--- config.mk ---
export PLATFORM = sky130hd
export DESIGN_NAME = mem_arbiter
export DESIGN_NICKNAME = d
export VERILOG_FILES = /design/src/rtl/lc3b_types.sv /design/src/rtl/arbiter_control.sv /design/src/rtl/mem_arbiter.sv
export SDC_FILE = /design/constraint.sdc
export NUM_CORES = 1
export LEC_CHECK = 0
export ABC_AREA = 1
export CAP_MARGIN = 0
export CORE_AREA = 3 3 269 271
export DETAILED_ROUTE_END_ITERATION = 7
export DIE_AREA = 0 0 272 274
export GPL_TIMING_DRIVEN = 0
export PLACE_DENSITY_LB_ADDON = 0.08
export SETUP_SLACK_MARGIN = 0.3
export SYNTH_ARGS = -nofsm -noshare
export SYNTH_HDL_FRONTEND = slang
export SYNTH_SLANG_ARGS = --single-unit
--- constraint.sdc ---
create_clock -name clk -period 1.7 [get_ports clk]
set_input_delay 0.255 -clock clk [delete_from_list [all_inputs] [get_ports clk]]
set_output_delay 0.255 -clock clk [all_outputs]
set_load 0.05 [all_outputs]
--- src/rtl/lc3b_types.sv ---
// Shared LC-3b word/block types plus the memory arbiter state and grant encodings.
package lc3b_types;

  typedef logic [15:0]  lc3b_word;
  typedef logic [127:0] lc3b_block;

  typedef enum logic [1:0] {
    IDLE    = 2'd0,
    SERVE_I = 2'd1,
    SERVE_D = 2'd2
  } arb_state_e;

  typedef enum logic {
    GRANT_I = 1'b0,
    GRANT_D = 1'b1
  } grant_e;

  function automatic logic arb_busy(input arb_state_e s);
    return (s == SERVE_I) || (s == SERVE_D);
  endfunction

endpackage

--- src/rtl/arbiter_control.sv ---
// Arbiter FSM: round-robin grant between I and D caches, resp decode on mem_resp.
module arbiter_control
  import lc3b_types::*;
(
  input  logic       clk,
  input  logic       rst,
  input  logic       i_req,
  input  logic       d_req,
  input  logic       mem_resp,
  output arb_state_e state,
  output logic       load_i,
  output logic       load_d,
  output logic       i_resp,
  output logic       d_resp
);

  arb_state_e state_q, state_d;
  grant_e     last_grant_q, last_grant_d;

  always_comb begin
    state_d      = state_q;
    last_grant_d = last_grant_q;
    load_i       = 1'b0;
    load_d       = 1'b0;
    i_resp       = 1'b0;
    d_resp       = 1'b0;
    unique case (state_q)
      IDLE: begin
        // mem_resp is ignored here; a stale pulse after an abort must not complete anything.
        if (i_req && d_req) begin
          if (last_grant_q == GRANT_D) begin
            load_i  = 1'b1;
            state_d = SERVE_I;
          end else begin
            load_d  = 1'b1;
            state_d = SERVE_D;
          end
        end else if (i_req) begin
          load_i  = 1'b1;
          state_d = SERVE_I;
        end else if (d_req) begin
          load_d  = 1'b1;
          state_d = SERVE_D;
        end
      end
      SERVE_I: begin
        if (mem_resp) begin
          i_resp       = 1'b1;
          state_d      = IDLE;
          last_grant_d = GRANT_I;
        end
      end
      SERVE_D: begin
        if (mem_resp) begin
          d_resp       = 1'b1;
          state_d      = IDLE;
          last_grant_d = GRANT_D;
        end
      end
      default: state_d = IDLE;
    endcase
  end

  always_ff @(posedge clk) begin
    if (rst) begin
      state_q      <= IDLE;
      last_grant_q <= GRANT_D;
    end else begin
      state_q      <= state_d;
      last_grant_q <= last_grant_d;
    end
  end

  assign state = state_q;

endmodule

--- src/rtl/mem_arbiter.sv ---
// Shares one line-granular memory port between instruction and data caches;
// the granted request is captured at grant so requester changes cannot disturb it.
module mem_arbiter
  import lc3b_types::*;
(
  input  logic      clk,
  input  logic      rst,
  input  logic      i_read,
  input  lc3b_word  i_address,
  output lc3b_block i_rdata,
  output logic      i_resp,
  input  logic      d_read,
  input  logic      d_write,
  input  lc3b_word  d_address,
  input  lc3b_block d_wdata,
  output lc3b_block d_rdata,
  output logic      d_resp,
  output logic      mem_read,
  output logic      mem_write,
  output lc3b_word  mem_address,
  output lc3b_block mem_wdata,
  input  lc3b_block mem_rdata,
  input  logic      mem_resp
);

  arb_state_e state;
  logic       load_i, load_d, busy;

  lc3b_word   addr_q,  addr_d;
  lc3b_block  wdata_q, wdata_d;
  logic       write_q, write_d;

  arbiter_control u_ctrl (
    .clk      (clk),
    .rst      (rst),
    .i_req    (i_read),
    .d_req    (d_read | d_write),
    .mem_resp (mem_resp),
    .state    (state),
    .load_i   (load_i),
    .load_d   (load_d),
    .i_resp   (i_resp),
    .d_resp   (d_resp)
  );

  always_comb begin
    addr_d  = addr_q;
    wdata_d = wdata_q;
    write_d = write_q;
    if (load_i) begin
      addr_d  = i_address;
      wdata_d = '0;
      write_d = 1'b0;
    end else if (load_d) begin
      // Write takes precedence when read and write are both raised.
      addr_d  = d_address;
      wdata_d = d_wdata;
      write_d = d_write;
    end
  end

  always_ff @(posedge clk) begin
    if (rst) begin
      addr_q  <= '0;
      wdata_q <= '0;
      write_q <= 1'b0;
    end else begin
      addr_q  <= addr_d;
      wdata_q <= wdata_d;
      write_q <= write_d;
    end
  end

  assign busy        = arb_busy(state);
  assign mem_read    = busy & ~write_q;
  assign mem_write   = busy &  write_q;
  assign mem_address = busy ? addr_q  : '0;
  assign mem_wdata   = busy ? wdata_q : '0;

  assign i_rdata = mem_rdata;
  assign d_rdata = mem_rdata;

endmodule

==> results of run 1 <==
where the power goes:
group | switching (uW) | total [uW] | internal (uW)
sequential | 378 | 4300 | 3920
clock | 1740 | 4420 | 2680
combinational | 7930 | 14900 | 6990
total | 10000 | 23600 | 13600
state kept, by name, indices dropped and copies added (netlist names):
register,cells
wdata_q,128
addr_q,16
u_ctrl.state,2
u_ctrl.last_grant_q,1
write_q,1
final cells by class:
class / count / area share
well taps: 940 / 0.0547
multi-input cells: 656 / 0.216
plain buffers: 323 / 0.138
clock inverters: 12 / 0.00943
repair buffers: 656 / 0.366
inverters: 176 / 0.0574
flip-flops and latches: 148 / 0.138
clock buffers: 19 / 0.0211
worst max-delay path, delay by kind of cell, from the launching register on:
family | cells | cell delay, ns
adder cells (fa/ha/maj) | 1 | 0.27
buffers and inverters | 6 | 0.74
flip-flops | 1 | 0.35
AND/OR/NAND/NOR | 1 | 0.07
Yosys cell counts, types with 13 or more instances:
library cell / instances
buf_2: 24
buf_6: 13
dfxtp_1: 148
nand2_1: 431
nand3_1: 16
a21oi_1: 131
inv_1: 173
nor2_1: 51
buf_4: 264
nand4_1: 16
clkbuf_1: 20
routing by layer:
layer,vias to the layer above,GRT usage
met1,4806,0.135
li1,5005,-
met4,2,0.0325
met2,298,0.245
met3,36,0.0414
met5,-,0
logic make-up after synthesis:
group | after synthesis
AND/OR/NAND/NOR | 520
buffers and inverters | 499
flip-flops | 148
AO/OA/AOI/OAI | 133
adder cells (fa/ha/maj) | 3
through the flow:
step                 util  cell area (um^2)  std cells  setup slack [ns]
floorplan               -              9640       1303            0.0786
global placement    0.236             16500       2811             -1.25
detailed placement  0.236             16500       2811             -1.24
CTS                 0.269             18800       2884            -0.561
global route        0.307             21500       2930            -0.582
finish              0.307             21500       2930            -0.488
worst min path at each step:
| stage | start | end | slack [ns] |
|---|---|---|---|
| final | rst | addr_q[0]$_SDFFE_PP0P_ | 0.20 |
| after global placement | wdata_q[24]$_SDFFE_PP0P_ | wdata_q[24]$_SDFFE_PP0P_ | 0.45 |
| after global routing | rst | addr_q[2]$_SDFFE_PP0P_ | 0.19 |
| after CTS | rst | addr_q[0]$_SDFFE_PP0P_ | 0.14 |
| after detailed placement | wdata_q[82]$_SDFFE_PP0P_ | wdata_q[82]$_SDFFE_PP0P_ | 0.45 |
| after floorplan | d_wdata[85] | wdata_q[85]$_SDFFE_PP0P_ | 0.40 |
repair_timing:
action,CTS,global route
buffers inserted,21,30
pin swaps,32,86
setup endpoints to repair,362,402
resized for setup,1220,581
hold buffers,0,0
cloned,21,16
==> impl_results.md, run 1 <==
- First-pass GRT wire length: ~69000 um
- Synth cell types: 19
- Main synth FF type: dfxtp_1
- Cells along the critical path: inv_2, ha_4, buf_6, clkbuf_16, clkbuf_16, nand2_4, clkinvlp_4, buf_8
- Area growth syn-to-layout: 147%
- Initial antenna violation count: 1
- Grt total ovfl: 0
- WHS Path Cells: 2
- Dominant cells by area after synthesis: dfxtp_1 34%, buf_4 23%, nand2_1 19%, a21oi_1 7.5%, inv_1 7.5%
- Crit end category: primary output
- Layout Nets: approximately 2300
- Peak supply drop: 0.000644 V
- Async set-or-reset flop fraction in the synthesized netlist: 0
- Largest family of logic cells by synthesized area: buffers and inverters
- Syn Inst Count: 1303
- Sum Neg Setup Slack: -60.07 ns
- Met1 wire length: ~19000 um
- Drt pass-1 iters: 4
- Critical path endpoint: mem_wdata[122]
- Synth top area share: 0.340
- Synth Area in Compound Gates: 0.0771
- Slew Viols, Final: 0
- FMAX: 457 MHz
- Pwr per Cell Area: 1100 nW/um^2
- Port bufs: about 570
- Boundary Pins: between 600 and 700
- Worst-margin pin slew: 0.649 ns
- CORE AREA: between 70000 and 80000 um^2
- Post-Syn Area: 8710 um^2
- Vias per inst: 3.46
- Metal2 WL: 28400 um
- Worst min path class: input port to register
- Final ANT Viol Nets: 0
- Largest net degree at the start of global routing: 17
- Met3 WL post-DR: around 3200 um
- Die area: 74500 um^2
- Detailed Route Iter0 Violations: 231
- Critical path startpoint category: register
- Worst EP required: 1.44 ns
- CTS clk-pin slew, worst paths: 0.07 ns
- Number of synthesized flops with an enable pin: 0
- TritonCTS Buffers: 17
- Endpoints failing hold: 0
- Final period util: 1.29
- Root Buffer: clkbuf_16
- CTS H-tree lvls: 4
- Fillers: 7436
- Antenna Cells: 0
- Sequential area share after synthesis: 0.340
- Synth Warn #: 0
- Slew HR: 0.566
- Reg2Reg Capture Point: wdata_q[23]$_SDFFE_PP0P_
- Final Skew: 0.00996 ns
- Max Used Layer: met5
- Wire per inst: 17.5 um
- CTS tree: built
- Share of cells above drive strength 1: 0.559
- Die span in y: 274 um
- Status: finished with violations
- Via count: 10100
- Critical Path AT: 1.93 ns
- FF-to-FF path depth: 11
- GP Congestion: 0.733
- Slowest stage delay, CP: 0.35 ns
- Crit path launch: u_ctrl.state[0]$_SDFFE_PP0P_
- Most common library cell in the layout ignoring fill and taps: clkdlybuf4s50_1
- RSZ-0062 raised after global routing: yes
- Kind of critical path: register to primary output
- CP max stage cell: dfxtp_2
- CTS Sinks: 148
- Most frequent cells in the layout: 420 x clkdlybuf4s50_1, 283 x buf_4, 182 x nand2_1
- Footprint of the multi-input gates: 4640 um^2
- Register area: just under 3000 um^2
- GR Util All Layers: 0.128
- Wirelength, routed: approximately 51000 um
- Skew-Pair Late Insertion Delay: 0.47 ns
- Post-Synth Simple-Gate Area: 0.235
- Post-route DRC: 0
- Final setup fails: 147
- Synthesized flop and latch total: roughly 150
- P_leak: 0.00904 uW
- Initial core utilization: 0.124
- Die width: 272 um
- Tot Pwr: ~24000 uW
- Yosys top cell by area: dfxtp_1
- Syn Nets: 1600
- Maximum root-to-sink buffer count: 2
- Post-DP HPWL: 38400 um
- Rows: 97
- Fin crit period: 2.19 ns
- Xor/xnor share of the synthesized area: 0
- Hold_ws: 0.198 ns
- Worst r2r src: u_ctrl.state[0]$_SDFFE_PP0P_
- Worst setup margin: -0.488 ns
- Flop-to-flop setup slack: 0.01 ns
- Failing checks: setup timing
- Worst-path fanout max: 6
- Mux contribution to synthesized area: 0
- Max_cap viols: 0
- Syn Area/Cell: 6.69 um^2
- Post-Synth Adder-Cell Area: 0.00431
- Most frequent CP cell: clkbuf_16
- Vias in the first global route: 10500
No activity file was read; power rests on OpenSTA's default activity.
==> run 2: changes to the inputs <==
--- a/config.mk
+++ b/config.mk
@@ -7,9 +7,11 @@
 export LEC_CHECK = 0
 export ABC_AREA = 1
 export CAP_MARGIN = 0
-export CORE_AREA = 3 3 269 271
+export CELL_PAD_IN_SITES_DETAIL_PLACEMENT = 1
+export CELL_PAD_IN_SITES_GLOBAL_PLACEMENT = 2
+export CORE_AREA = 3 3 268 270
 export DETAILED_ROUTE_END_ITERATION = 7
-export DIE_AREA = 0 0 272 274
+export DIE_AREA = 0 0 271 273
 export GPL_TIMING_DRIVEN = 0
 export PLACE_DENSITY_LB_ADDON = 0.08
 export SETUP_SLACK_MARGIN = 0.3
==> impl_results.md, run 2 (synthesized netlist as in run 1, its figures left out) <==
- Met3 WL post-DR: 4530 um
- Vias per inst: 3.47
- FF-to-FF path depth: 11
- Most frequent cells in the layout: 420 x clkdlybuf4s50_1, 279 x buf_4, 220 x nand2_1
- Reg2Reg Capture Point: wdata_q[63]$_SDFFE_PP0P_
- Die area: 74000 um^2
- Initial antenna violation count: 10
- Die width: 271 um
- Via count: 10100
- Worst setup margin: -0.462 ns
- CTS tree: built
- Sw Share: 0.440
- Pwr per Cell Area: roughly 1100 nW/um^2
- CORE AREA: around 70000 um^2
- Area growth syn-to-layout: 130%
- Largest register FFs: 128
- Grt total ovfl: 0
- Crit end category: primary output
- WHS Path Cells: 2
- Post-DP HPWL: 42700 um
- Maximum root-to-sink buffer count: 2
- Hold endpoint: addr_q[3]$_SDFFE_PP0P_
- CTS clk-pin slew, worst paths: 0.07 ns
- Critical Path AT: 1.91 ns
- FMAX: 463 MHz
- First-pass GRT wire length: 72200 um
- Critical path startpoint category: register
- RSZ-0062 raised after global routing: yes
- Layout Nets: 2234
- Failing checks: setup timing
- Worst EP required: 1.44 ns
- P_leak: 0.00803 uW
- Reg power frac: 0.203
- Slew HR: 0.541
- Metal2 WL: 30000 um
- CP max stage cell: dfxtp_2
- Most common library cell in the layout ignoring fill and taps: clkdlybuf4s50_1
- Place WS: -1.32 ns
- Endpoints failing hold: 0
- CTS Sinks: roughly 150
- Tot Pwr: 21400 uW
- GR Util All Layers: 0.134
- Boundary Pins: 698
- CP bufs+invs: 5
- Port bufs: 568
- Vias in the first global route: 10700
- Final Skew: 0.0104 ns
- Fillers: between 8000 and 9000
- Wire per inst: 18.6 um
- Final period util: 1.27
- Largest net degree at the start of global routing: 17
- CTS H-tree lvls: 4
- Rows: 97
- Min-delay src: rst
- Status: finished with violations
- Die span in y: 273 um
- Peak supply drop: 0.000837 V
- GP Congestion: approximately 0.73
- Kind of critical path: register to primary output
- Footprint of the multi-input gates: 4180 um^2
- Worst-path fanout max: 8
- Detailed Route Iter0 Violations: 198
- Root Buffer: clkbuf_16
- TritonCTS Buffers: 17
- Share of cells above drive strength 1: 0.510
- Wirelength, routed: 54000 um
- Met1 wire length: 18800 um
- Flop-to-flop setup slack: 0.03 ns
- Post-route DRC: 0
- Register area: slightly below 3000 um^2
- Worst min path class: input port to register
- Final setup fails: 147
- Top reg by flops: wdata_q
- Final ANT Viol Nets: 0
- Fin crit period: around 2.2 ns
- Switch Pwr: 9400 uW
- Initial core utilization: 0.125
- Comb pwr share: 0.603
- Skew-Pair Late Insertion Delay: 0.48 ns
- Slew Viols, Final: 0
- Slowest stage delay, CP: between 0.3 and 0.4 ns
- Max_cap viols: 0
- Worst-margin pin slew: 0.686 ns
- Internal power: approximately 12000 uW
- Drt pass-1 iters: 4
- Max Used Layer: met5
- Hold-fix buffers at CTS: 0
- Cells along the critical path: inv_4, ha_4, buf_12, clkbuf_16, nand2_2, clkinvlp_4, buf_8
- Worst r2r src: u_ctrl.state[1]$_SDFFE_PP0P_
- Clock power share: 0.194
- Crit path max-delay family: buffers and inverters
==> run 2: cell types whose count changed in the layout (fill, tap and decap cells not counted), sizes merged <==
cell	change
buf	-37
bufinv	-2
clkbuf	+1
clkinv	-3
clkinvlp	+1
diode	+5
==> run 2: final cells by class <==
class,instances,share of cell area
Clock inverter,8,0.00617
Inverter,176,0.0606
Clock buffer,24,0.0240
Timing Repair Buffer,615,0.351
Buffer,323,0.143
Multi-Input combinational cell,656,0.208
Sequential cell,148,0.148
Tap cell,940,0.0586
Antenna cell,5,0.000624
==> run 2: metrics by stage <==
step / setup TNS, ns / instances / util / area (um^2) / hold slack, ns
detailed placement: -168.87 / 2811 / 0.236 / 16500 / 0.456
global placement: -167.09 / 2811 / 0.236 / 16500 / 0.450
floorplan: 0 / 1303 / - / 9640 / 0.397
finish: -61.87 / 2895 / 0.288 / 20100 / 0.161
CTS: -85.79 / 2843 / 0.247 / 17200 / 0.120
global route: -78.68 / 2891 / 0.287 / 20100 / 0.155
==> run 2: layer usage <==
| metal | GRT usage | vias to the layer above |
|---|---|---|
| li1 | - | 4924 |
| met3 | 0.0613 | 36 |
| met1 | 0.128 | 4772 |
| met4 | 0.0332 | 8 |
| met5 | 0 | - |
| met2 | 0.259 | 312 |
==> run 2: power by group through the flow <==
stage                     combinational [uW]  sequential, uW  clock, uW
after floorplan                         6090            4210          0
after global placement                  9270            4250          0
after detailed placement                9260            4260          0
after CTS                               9770            4190       4400
after global routing                   13700            4390       4510
final                                  12900            4330       4140
==> run 2: worst register-to-register path, stage by stage (launching register included) <==
cell and delay, ns:
dfxtp_2 0.33, inv_2 0.07, ha_4 0.15, buf_8 0.11
nand3_4 0.10, buf_6 0.14, buf_12 0.13, buf_12 0.12
buf_12 0.13, clkbuf_16 0.16, nand2_1 0.05, a21oi_1 0.06
==> run 2: worst max-delay path by stage <==
stage                            startpoint         endpoint  slack (ns)  cells past startpoint
6_report       u_ctrl.state[0]$_SDFFE_PP0P_    mem_wdata[12]       -0.46                      7
3_3_place_gp   u_ctrl.state[1]$_SDFFE_PP0P_  mem_address[12]       -1.31                      7
2_1_floorplan  u_ctrl.state[0]$_SDFFE_PP0P_  mem_address[12]        0.08                      6
5_1_grt        u_ctrl.state[0]$_SDFFE_PP0P_    mem_wdata[77]       -0.59                      7
3_5_place_dp   u_ctrl.state[0]$_SDFFE_PP0P_  mem_address[12]       -1.32                      7
4_1_cts        u_ctrl.state[0]$_SDFFE_PP0P_    mem_wdata[65]       -0.58                      7
==> run 2: what timing repair did <==
item                                   4_1_cts  5_1_grt
endpoints found under the hold margin        0        0
setup buffers                                0       23
pin swaps                                    0       91
cloned                                       0       24
resized for setup                          992      637
setup endpoints to repair                  394      428
